[src/rtl/branch_update_sched_pkg.sv]
// Shared branch-predictor definitions: default widths, the update bundle
// exchanged with branch_pred, and the scheduler's two sequencing states.
`ifndef SYS_DEFS_MACROS
`define SYS_DEFS_MACROS
`define N 2
`define XLEN 32
`define TABLE_ENTRIES 32
`endif

package sys_defs;

  typedef struct packed {
    logic [`XLEN-1:0] pc;
    logic             taken;
    logic [`XLEN-1:0] target;
  } BR_UPD;

  typedef enum logic {
    CLEAR = 1'b0,
    RUN   = 1'b1
  } BR_SCHED_STATE;

endpackage

[src/rtl/branch_update_sched_compact.sv]
// Lane compactor: popcount of the valid lanes plus each lane's slot offset
// (exclusive prefix sum), so valid lanes pack densely from the FIFO tail.
module br_compact
  import sys_defs::*;
#(
  parameter int N = `N
) (
  input  logic [N-1:0]                     valid_i,
  output logic [$clog2(N+1)-1:0]           count_o,
  output logic [N-1:0][$clog2(N+1)-1:0]    offset_o
);

  localparam int CW = $clog2(N + 1);

  always_comb begin
    logic [CW-1:0] runSum;
    runSum   = '0;
    offset_o = '0;
    for (int i = 0; i < N; i++) begin
      offset_o[i] = runSum;
      runSum      = runSum + CW'(valid_i[i]);
    end
    count_o = runSum;
  end

endmodule

[src/rtl/branch_update_sched.sv]
// Update scheduler for branch_pred: buffers up to N resolved branches per cycle
// in a FIFO, drains one per cycle to the update port, and sweeps a table clear.
module branch_update_sched
  import sys_defs::*;
#(
  parameter int N             = `N,
  parameter int XLEN          = `XLEN,
  parameter int DEPTH         = 8,
  parameter int TABLE_ENTRIES = `TABLE_ENTRIES
) (
  input  logic                             clock,
  input  logic                             reset,
  input  logic [N-1:0]                     res_valid,
  input  logic [N-1:0][XLEN-1:0]           res_pc,
  input  logic [N-1:0]                     res_taken,
  input  logic [N-1:0][XLEN-1:0]           res_target,
  output logic                             res_stall,
  input  logic                             clear_req,
  output logic                             clr_valid,
  output logic [$clog2(TABLE_ENTRIES)-1:0] clr_idx,
  output logic                             upd_valid,
  output logic [XLEN-1:0]                  upd_pc,
  output logic [XLEN-1:0]                  upd_target,
  output logic                             upd_taken,
  input  logic                             upd_ready
);

  localparam int PW = $clog2(DEPTH);
  localparam int CW = $clog2(DEPTH + 1);
  localparam int IW = $clog2(TABLE_ENTRIES);
  localparam int LW = $clog2(N + 1);

  BR_SCHED_STATE          state_q;
  logic [IW-1:0]          clrCnt_q;
  logic [PW-1:0]          head_q, head_d;
  logic [PW-1:0]          tail_q, tail_d;
  logic [CW-1:0]          count_q, count_d;
  BR_UPD                  fifo_q [DEPTH];

  logic [LW-1:0]          laneCount;
  logic [N-1:0][LW-1:0]   laneOffset;
  logic [LW-1:0]          enqNum;
  logic                   enq;
  logic                   deq;
  BR_UPD                  headEntry;

  br_compact #(.N(N)) u_compact (
    .valid_i  (res_valid),
    .count_o  (laneCount),
    .offset_o (laneOffset)
  );

  // Stall looks only at registered state so upstream never sees a loop through res_*.
  assign res_stall = (state_q == CLEAR) || ((DEPTH - int'(count_q)) < N);
  assign clr_valid = (state_q == CLEAR);
  assign clr_idx   = clrCnt_q;
  assign upd_valid = (state_q == RUN) && (count_q != '0);

  assign headEntry  = fifo_q[head_q];
  assign upd_pc     = headEntry.pc;
  assign upd_taken  = headEntry.taken;
  assign upd_target = headEntry.target;

  // A clear request in RUN overrides both the enqueue and the dequeue of its cycle.
  assign enq    = !res_stall && !clear_req;
  assign deq    = upd_valid && upd_ready && !clear_req;
  assign enqNum = enq ? laneCount : '0;

  assign head_d  = head_q + PW'(deq);
  assign tail_d  = tail_q + PW'(enqNum);
  assign count_d = count_q + CW'(enqNum) - CW'(deq);

  always_ff @(posedge clock or negedge reset) begin
    if (!reset) begin
      state_q  <= CLEAR;
      clrCnt_q <= '0;
      head_q   <= '0;
      tail_q   <= '0;
      count_q  <= '0;
    end else begin
      case (state_q)
        CLEAR: begin
          if (clrCnt_q == IW'(TABLE_ENTRIES - 1)) begin
            state_q  <= RUN;
            clrCnt_q <= '0;
          end else begin
            clrCnt_q <= clrCnt_q + IW'(1);
          end
        end
        RUN: begin
          if (clear_req) begin
            state_q  <= CLEAR;
            clrCnt_q <= '0;
            head_q   <= '0;
            tail_q   <= '0;
            count_q  <= '0;
          end else begin
            head_q  <= head_d;
            tail_q  <= tail_d;
            count_q <= count_d;
          end
        end
        default: state_q <= CLEAR;
      endcase
    end
  end

  // Payload storage needs no reset; count gates every read of it.
  always_ff @(posedge clock) begin
    for (int i = 0; i < N; i++) begin
      if (enq && res_valid[i]) begin
        fifo_q[tail_q + PW'(laneOffset[i])] <= '{pc:     res_pc[i],
                                                  taken:  res_taken[i],
                                                  target: res_target[i]};
      end
    end
  end

endmodule

[config.mk]
export PLATFORM = sky130hd
export DESIGN_NAME = branch_update_sched
export DESIGN_NICKNAME = d
export VERILOG_FILES = /design/src/rtl/branch_update_sched_pkg.sv /design/src/rtl/branch_update_sched_compact.sv /design/src/rtl/branch_update_sched.sv
export SDC_FILE = /design/constraint.sdc
export NUM_CORES = 1
export LEC_CHECK = 0
export CORE_ASPECT_RATIO = 0.9
export CORE_UTILIZATION = 35
export CTS_CLUSTER_SIZE = 24
export DETAILED_ROUTE_END_ITERATION = 6
export MAX_ROUTING_LAYER = met4
export PLACE_DENSITY = 0.52
export SYNTH_ARGS = -nofsm -noshare
export SYNTH_HDL_FRONTEND = slang
export SYNTH_SLANG_ARGS = --single-unit
[constraint.sdc]
create_clock -name clock -period 8 [get_ports clock]
set_input_delay 0.8 -clock clock [delete_from_list [all_inputs] [get_ports clock]]
set_output_delay 0.8 -clock clock [all_outputs]
set_load 0.02 [all_outputs]
# --- Word level (Yosys, flattened, before mapping) ---
# Memory sizes are Yosys's and may differ from the RTL's.
# Cells that the tools add are included.
word_totals:
  elab_cells: 42
  ff_bits: 16
  mem_bits_rw: 520
  memories: 1
  input_bits: 136
  out_inout_bits: 73
mem_list:
  columns: ["name", "depth", "width", "read_ports", "rd_clocked_by_memory_dff", "wr", "line_no", "rtl"]
  rows:
  - ["fifo_q", 8, 65, 1, 0, 2, "branch_update_sched.sv:38", "BR_UPD fifo_q [DEPTH];"]
classes:
  n_reduce_logical: 10
  n_addsub: 8
  n_lt_le_gt_ge: 1
  n_eq_ne: 2
  bitwise: 1
  muxes: 14
ops:
  columns: ["op", "n"]
  rows:
  - ["$mux 5", 2]
  - ["$pmux 5 s2", 1]
  - ["$add 3x1->3", 2]
  - ["$logic_and 1x1->1", 6]
  - ["$mux 1", 6]
  - ["$mux 3", 2]
  - ["$add 5x1->5 const B", 1]
  - ["$eq 5x5->1 const B", 1]
  - ["$lt 5x3->1 const B", 1]
  - ["$sub 4x4->5 const A", 1]
  - ["$add 4x2->4", 1]
  - ["$mux 4", 1]
  - ["$reduce_bool 4->1", 1]
  - ["$sub 4x1->4", 1]
  - ["$add 3x2->3", 1]
  - ["$add 1x1->2", 1]
  - ["$logic_not 1->1", 2]
  - ["$mux 2", 1]
  - ["$ne 2x2->1 const B", 1]
  - ["$pmux 1 s2", 1]
  - ["$logic_or 1x1->1", 1]
  - ["$not 1->1", 1]

# --- Logic depth before layout (Yosys ltp) ---
# Gate-level depths: netlist of the first run.
depth:
  ltp_word: 9
  ltp_mapped: 14
  mapped_depth_nobuf: 13

# --- Cells and area by module ---
# Synthesis of the first run repeated with hierarchy kept, for this count alone.
unflattened:
  hier_cells: 1478
  area_unflattened_um2: 27189.8
by_module_without_submodules:
  columns: ["module", "n_inst", "area_each_um2", "cells_per_inst", "seq_area_each_um2"]
  rows:
  - ["branch_update_sched", 1, 27143.5, 1472, 16015.4]
  - ["br_compact", 1, 46.3, 6, 0.0]

# --- Worst setup path after synthesis of the first run ---
# No wires, ideal clock.
synth_path:
  kind: "register -> register"
  startpoint: "register count_q[0]"
  endpoint: "memory fifo_q[1][0] in the netlist's numbering, enable pin"
  required_time_ps: 7334
  setup_ps: 666
  path_slack_ps: -490
  path_stages_with_launch: 8
  n_path_buf: 1
  arrival_time_ps: 7824
  cell_sequence: "dfrtp_1 inv_1 ha_1 buf_2 nor2b_1 mux2i_1 nor2_1 o41ai_1"
synth_lines:
  columns: ["element", "line_no", "rtl"]
  rows:
  - ["from (decl)", "branch_update_sched.sv:37", "logic [CW-1:0] count_q, count_d;"]
  - ["from (signal assigned)", "branch_update_sched.sv:100", "count_q <= count_d;"]
  - ["to (decl)", "branch_update_sched.sv:38", null]

# --- Worst setup path after layout of the first run ---
layout_path:
  startpoint: "register head_q[0]"
  endpoint: "output port upd_pc[17]"
layout_via:
  elab_chain_len: 1
layout_lines:
  columns: ["element", "line_no", "rtl"]
  rows:
  - ["from (decl)", "branch_update_sched.sv:35", "logic [PW-1:0] head_q, head_d;"]
  - ["from (signal assigned)", "branch_update_sched.sv:77", "head_q <= '0;"]
  - ["from (signal assigned)", "branch_update_sched.sv:94", "head_q <= '0;"]
  - ["from (signal assigned)", "branch_update_sched.sv:98", "head_q <= head_d;"]
  - ["$mem_v2 8x65", null, null]
  - ["to (decl)", "branch_update_sched.sv:22", "output logic [XLEN-1:0] upd_pc,"]
# Every way passes these cells.

==> reports/qor.txt, run 1 <==
FINISH
------------------------------------------------------------------------------------
Fill cell instance count of the final layout ..........................         6862
Share of final-layout standard cells stronger than drive strength 1 ...        41.5%
Area occupied by multi-input gates ....................................    10500 µm²
Area added between synthesis and finish ...............................        18.0%
# nets final ..........................................................         1827
Sequential cell area ..................................................    16000 µm²

YOSYS
------------------------------------------------------------------------------------
Commonest cells in the synthesized netlist ............................ sky130_fd_sc_hd__edfxtp_1 (520), sky130_fd_sc_hd__mux2_2 (461), sky130_fd_sc_hd__mux4_2 (130), sky130_fd_sc_hd__mux2_1 (124)
Most repeated cell in the gate-level netlist after synthesis .......... sky130_fd_sc_hd__edfxtp_1
Post-synth top flop ................................................... sky130_fd_sc_hd__edfxtp_1
Post-Syn Area .........................................................    27100 µm²
Flop and latch count out of synthesis .................................          536
Leading cell types by total area after synthesis ...................... sky130_fd_sc_hd__edfxtp_1 (58%), sky130_fd_sc_hd__mux2_2 (19%), sky130_fd_sc_hd__mux4_2 (11%)
Proportion of synthesized flip-flops having asynchronous set or reset .        2.99%
Cell taking the most area after synthesis ............................. sky130_fd_sc_hd__edfxtp_1
Synthesized netlist cell count ........................................         1474
Synth Net Count .......................................................         1628
Area share of the largest cell type after synthesis ...................        57.6%
Portion of the post-synthesis area used by sequential elements ........        59.1%
Post-synth EDFFs ......................................................          520
Avg Inst Size Synth ...................................................     18.4 µm²
Count of distinct cell types in the synthesized netlist ...............           46
Number of synthesis warnings ..........................................            0

TIMING
------------------------------------------------------------------------------------
Setup violators final .................................................            0
Number of hold-slack violations in the final timing report ............            0
Worst clock skew ......................................................    0.0159 ns
Total count of max-transition violations in the final report ..........            0
Unrepaired setup endpoints after global routing .......................           no
Final worst hold slack ................................................     0.530 ns
Setup TNS Final .......................................................         0 ns
Final worst path period share .........................................        58.5%
Transition time at the pin with the least slew margin .................      1.09 ns
Clock period minus final worst setup slack ............................      4.68 ns
Remaining max-slew budget at the tightest pin .........................        27.6%
Maximum clock rate ....................................................      214 MHz

CLOCK TREE
------------------------------------------------------------------------------------
CTS H-tree lvls .......................................................            2
Number of clock buffers inserted by TritonCTS .........................           60
Clock tree from TritonCTS .............................................        built
Post_cts resized ......................................................            0
Post-CTS setup buffer count ...........................................            0
Root buffer selected by CTS ........................................... sky130_fd_sc_hd__clkbuf_16
Bufs on Longest Clock Path ............................................            3
CTS hold repair buffers ...............................................            0
Source-to-sink clock delay at the later pin of the worst-skew pair ....      0.63 ns
CTS sink count ........................................................          536
Clock slew seen by the registers of the worst setup and hold paths ....      0.06 ns

CRITICAL PATH
------------------------------------------------------------------------------------
Critical Path Sink Type ...............................................  output port
Data arrival time of the critical path ................................      3.88 ns
Critical path class ................................................... flop to output port
Highest net fanout along the worst path ...............................          101
CP required ...........................................................      7.20 ns
Critical path startpoint category .....................................         flop

PWR
------------------------------------------------------------------------------------
Leakage ...............................................................      10.1 nW
Max rail drop VDD .....................................................       169 µV
Power per Cell Area ...................................................   218 nW/µm²

DRT
------------------------------------------------------------------------------------
Remaining design rule violation count .................................            0
Wire length reported by the detailed router ...........................      73.8 mm
Count of vias placed by the detailed router ...........................        14.6k
Number of iterations in the first detailed-routing pass ...............            7
Routed via count divided by cell count ................................         5.30
Post-DRT Antenna Nets .................................................            0
Initial DRC Count .....................................................         1016
Routed wire length per instance .......................................      26.7 µm

GLOBAL ROUTING
------------------------------------------------------------------------------------
Number of antenna violations at the first check in global routing .....           13
First-pass GRT wire length ............................................       107 mm
Number of global-route vias before repair .............................        15.8k
Largest net degree at the start of global routing .....................          131
Congestion Overflow GR ................................................            0
GRT Overall Usage .....................................................        19.4%

FLOORPLAN
------------------------------------------------------------------------------------
I/O Pins ..............................................................          209
Die Height ............................................................       266 µm
Horizontal die dimension ..............................................       295 µm
Initial Utilization ...................................................        35.5%
Site row count ........................................................           96
Core area .............................................................    76400 µm²
Area of the die .......................................................    78600 µm²

PLACEMENT
------------------------------------------------------------------------------------
Half-perimeter wire length after placement ............................      39.4 mm
Number of buffers added on ports ......................................          208
Placer Congestion .....................................................        0.757

MIN PATH
------------------------------------------------------------------------------------
Hold/Removal Path Class ............................................... flop to flop

FLOW RUN
------------------------------------------------------------------------------------
Max-cap check violation count .........................................            0

OUTCOME
------------------------------------------------------------------------------------
Status ................................................................ complete, no violations

-- path summary, 6_finish.rpt --
| path | startpoint | end | slack (ns) | cells after the start |
|---|---|---|---|---|
| worst max-delay path | head_q[0] | upd_pc[17] | 3.32 | 4 |
| worst min-delay path | clr_idx[4] | clr_idx[4] | 0.53 | 1 |
| worst max register to register | tail_q[0] | fifo_q[4][20] | 3.86 | 7 |
| worst min register to register | clr_idx[4] | clr_idx[4] | 0.53 | 1 |
| max in group asynchronous | reset | head_q[2] | 6.79 | 1 |
| min in group asynchronous | reset | count_q[3] | 0.64 | 1 |
-- routing by layer --
| layer | up-vias | GRT usage (%) | part of all wire (%) |
|---|---|---|---|
| li1 | 6481 | - | - |
| met1 | 7764 | 26.8 | 47 |
| met2 | 300 | 29.9 | 47 |
| met3 | 88 | 3.53 | 4.5 |
| met4 | 0 | 4.23 | 1.6 |
| met5 | - | - | 0 |
-- state kept, by name, indices dropped and copies added (netlist names) --
register,count
fifo_q,520
clr_idx,5
count_q,4
head_q,3
tail_q,3
state_q,1
-- cell type report --
class	count	share of cell area (%)
sequential	536	50.1
tap	1029	4.02
multi-input combinational	826	32.8
inverter	11	0.129
clock inverter	26	0.461
antenna	12	0.0938
timing repair buffer	238	7.29
clock buffer	83	5.12
-- power breakdown --
part           internal, W  switching, W  leakage, nW  total (W)
registers          0.00313     0.0000725         4.87    0.00321
clock network      0.00145       0.00112        0.862    0.00257
logic             0.000615      0.000571         4.41    0.00119
-- worst max-delay path: stages (launching register included) --
cell and delay [ns]:
sky130_fd_sc_hd__dfrtp_4 0.94, sky130_fd_sc_hd__buf_12 0.78, sky130_fd_sc_hd__mux4_2 0.61, sky130_fd_sc_hd__mux2_2 0.32, sky130_fd_sc_hd__clkdlybuf4s50_1 0.55
-- per-stage QoR --
stage               instances  area [µm²]  util (%)  total power [W]  setup slack, ns
floorplan                1474       27100         -          0.00402           -0.490
global placement         2640       30200      39.5          0.00445             2.92
detailed placement       2640       30200      39.5          0.00446             2.88
CTS                      2749       32000      41.9          0.00706             3.14
global route             2761       32000      41.9          0.00724             3.03
finish                   2761       32000      41.9          0.00696             3.32
-- cells in the final DEF, fill, tap and decap left out, types with 3 or more instances in the layout --
master                            Yosys  routed
sky130_fd_sc_hd__o21ai_4              0       4
sky130_fd_sc_hd__diode_2              0      12
sky130_fd_sc_hd__nand4_1              7       7
sky130_fd_sc_hd__nand2_1              7       7
sky130_fd_sc_hd__nor2_1              13      13
sky130_fd_sc_hd__mux2_1             124     124
sky130_fd_sc_hd__clkinvlp_4           0       3
sky130_fd_sc_hd__inv_1               11      11
sky130_fd_sc_hd__clkbuf_1            29      19
sky130_fd_sc_hd__a22o_1               7       7
sky130_fd_sc_hd__nor2b_1              4       4
sky130_fd_sc_hd__clkdlybuf4s50_1      0     208
sky130_fd_sc_hd__edfxtp_1           520     520
sky130_fd_sc_hd__o22ai_1              4       4
sky130_fd_sc_hd__buf_4                8      28
sky130_fd_sc_hd__ha_1                16      16
sky130_fd_sc_hd__mux4_2             130     130
sky130_fd_sc_hd__clkbuf_16            0      61
sky130_fd_sc_hd__nand2b_1             3       3
sky130_fd_sc_hd__a21oi_1              3       3
sky130_fd_sc_hd__clkbuf_8             0       3
sky130_fd_sc_hd__clkinv_2             0       6
sky130_fd_sc_hd__xnor2_1              4       4
sky130_fd_sc_hd__clkinv_1             0      15
sky130_fd_sc_hd__dfrtp_4              0       3
sky130_fd_sc_hd__dfrtp_1             16      13
sky130_fd_sc_hd__mux2_2             461     461
-- cells by family after synthesis --
group | synth area share, %
fa+ha+maj | 0.886
compound gates | 0.900
flops | 59.1
xor+xnor | 0.194
mux | 35.2
buf+inv | 2.59
simple gates | 1.20
Power figures use the tool's default switching activity.
==> run 2: changes to the inputs <==
PLACE_DENSITY = 0.5   (was 0.52)
clock period = 4.35 ns   (was 8 ns; I/O delays follow)
==> reports/qor.txt, run 2 (synthesized netlist as in run 1, its figures left out) <==
DRT
----------------------------------------------------------------------------------
Routed via count divided by cell count ..............................         5.24
Remaining design rule violation count ...............................            0
Number of iterations in the first detailed-routing pass .............            5
Routed wire length per instance .....................................      26.7 µm
Initial DRC Count ...................................................          982
Post-DRT Antenna Nets ...............................................            0
Count of vias placed by the detailed router .........................        14.6k
Wire length reported by the detailed router .........................      74.5 mm

CRITICAL PATH
----------------------------------------------------------------------------------
Highest net fanout along the worst path .............................           36
Path depth of the worst reg2reg path ................................            8
Critical Path Sink Type .............................................  output port
Data arrival time of the critical path ..............................      3.31 ns
Critical path startpoint category ...................................         flop
Critical path class ................................................. flop to output port
Startpoint of the worst register-to-register path ...................   count_q[0]
Max stage delay on crit path ........................................      0.82 ns
Slowest CP cell ..................................................... sky130_fd_sc_hd__dfrtp_4
Reg2reg end ......................................................... fifo_q[6][53]
Worst R2R Setup Slack ...............................................      0.78 ns
Cell chain of the critical path ..................................... buf_12 > mux4_2 > mux2_2 > clkdlybuf4s50_1
CP required .........................................................      3.91 ns

CLOCK TREE
----------------------------------------------------------------------------------
Clock slew seen by the registers of the worst setup and hold paths ..      0.06 ns
Root buffer selected by CTS ......................................... sky130_fd_sc_hd__clkbuf_16
Bufs on Longest Clock Path ..........................................            3
CTS hold repair buffers .............................................            0
Source-to-sink clock delay at the later pin of the worst-skew pair ..      0.63 ns
Clock tree from TritonCTS ...........................................        built
Post-CTS setup buffer count .........................................            0
CTS sink count ......................................................          536
CTS H-tree lvls .....................................................            2
Number of clock buffers inserted by TritonCTS .......................           61
Post_cts resized ....................................................            0

MIN PATH
----------------------------------------------------------------------------------
Hold/Removal Path Class ............................................. input pin to asynchronous set/reset pin

FLOW RUN
----------------------------------------------------------------------------------
Max-cap check violation count .......................................            0

PLACEMENT
----------------------------------------------------------------------------------
Cell count after placement ..........................................         2661
Placer Congestion ...................................................        0.776
Placed instance area ................................................    30600 µm²
Post-Place Setup Slack ..............................................     0.550 ns
Half-perimeter wire length after placement ..........................      40.9 mm
Number of buffers added on ports ....................................          208

FLOORPLAN
----------------------------------------------------------------------------------
Area of the die .....................................................    78600 µm²
Site row count ......................................................           96
Horizontal die dimension ............................................       295 µm
Core area ...........................................................    76400 µm²
Die Height ..........................................................       266 µm
Initial Utilization .................................................        35.5%
I/O Pins ............................................................          209

TIMING
----------------------------------------------------------------------------------
Number of hold-slack violations in the final timing report ..........            0
Final worst slack ...................................................     0.609 ns
Clock period minus final worst setup slack ..........................      3.74 ns
Setup violators final ...............................................            0
Transition time at the pin with the least slew margin ...............      1.01 ns
Remaining max-slew budget at the tightest pin .......................        32.5%
Final worst path period share .......................................        86.0%
Unrepaired setup endpoints after global routing .....................           no
Worst clock skew ....................................................    0.0184 ns
Total count of max-transition violations in the final report ........            0
Maximum clock rate ..................................................      267 MHz

FINISH
----------------------------------------------------------------------------------
Final standard cell count with taps included and fillers excluded ...         2787
Layout Utilization ..................................................        42.7%
Fill cell instance count of the final layout ........................         6846
Sequential cell area ................................................    16000 µm²
Max reg flops .......................................................          520
Post-route cell area ................................................    32600 µm²
Most common cell after layout, fill and taps aside .................. sky130_fd_sc_hd__edfxtp_1
Most used cells in the layout excluding fill and tap cells .......... sky130_fd_sc_hd__edfxtp_1 (520), sky130_fd_sc_hd__mux2_2 (461), sky130_fd_sc_hd__clkdlybuf4s50_1 (208)
Area occupied by multi-input gates ..................................    10500 µm²
Area added between synthesis and finish .............................        20.3%
# nets final ........................................................         1849
Share of final-layout standard cells stronger than drive strength 1 .        42.7%

GLOBAL ROUTING
----------------------------------------------------------------------------------
Number of global-route vias before repair ...........................        15.9k
Largest net degree at the start of global routing ...................           66
First-pass GRT wire length ..........................................       109 mm
Number of antenna violations at the first check in global routing ...           14
GRT Overall Usage ...................................................        19.7%
Congestion Overflow GR ..............................................            0

PWR
----------------------------------------------------------------------------------
Net switching share of the total power ..............................        25.0%
Sequential share of power ...........................................        44.6%
Max rail drop VDD ...................................................       298 µV
Overall power of the completed layout ...............................     0.0132 W
Relative contribution of the clock network to total power ...........        38.4%
Proportion of power drawn by combinational gates ....................        17.0%
Leakage .............................................................      10.4 nW
Sw Pwr ..............................................................    0.00331 W
Internal power contribution .........................................    0.00990 W
Power per Cell Area .................................................   405 nW/µm²

OUTCOME
----------------------------------------------------------------------------------
Status .............................................................. complete, no violations

[run 2: cell count changes in the layout (fill, tap and decap cells not counted), moves of 3 or more]
cell and change:
sky130_fd_sc_hd__buf_12 +20, sky130_fd_sc_hd__clkinv_1 -5, sky130_fd_sc_hd__clkbuf_16 +4, sky130_fd_sc_hd__clkinvlp_4 -3
[run 2: cell type report]
class,count,share of cell area (%)
inverters,11,0.127
repair buffers,259,8.40
multi-input cells,826,32.3
flip-flops and latches,536,49.1
well taps,1029,3.95
diodes,14,0.107
clock buffers,88,5.41
clock inverters,24,0.595
[run 2: critical path: cells and delay by family (launching register included)]
family | cells | cell delay [ns]
buffers and inverters | 2 | 0.96
flip-flops | 1 | 0.82
multiplexers | 2 | 0.88
[run 2: routing by layer]
layer | GRT usage [%] | vias up | part of all wire (%)
met5 | - | - | 0
li1 | - | 6542 | -
met2 | 30.3 | 268 | 47
met3 | 3.40 | 90 | 4.2
met4 | 5.13 | 0 | 2.2
met1 | 27.0 | 7715 | 47
[run 2: metrics by stage]
stage / hold WS, ns / setup TNS (ns)
after floorplan: 0.139 / -136.07
after global placement: 0.522 / 0
after detailed placement: 0.520 / 0
after CTS: 0.263 / 0
after global routing: 0.317 / 0
final: 0.269 / 0
[run 2: worst max-delay path by stage]
stage                  from        endpoint  cells past startpoint
2_1_floorplan    count_q[0]    fifo_q[1][0]                      7
3_3_place_gp   res_valid[0]   fifo_q[0][52]                      8
3_5_place_dp   res_valid[0]   fifo_q[0][35]                      8
4_1_cts           head_q[0]  upd_target[27]                      4
5_1_grt           head_q[0]       upd_pc[1]                      4
6_report          head_q[0]   upd_target[2]                      4
[run 2: power groups by stage]
stage	registers (W)	logic (W)	clock network [W]
2_1_floorplan	0.00595	0.00145	0
5_1_grt	0.00590	0.00243	0.00540
3_5_place_dp	0.00600	0.00227	0
6_report	0.00589	0.00225	0.00507
3_3_place_gp	0.00600	0.00226	0
4_1_cts	0.00589	0.00229	0.00521
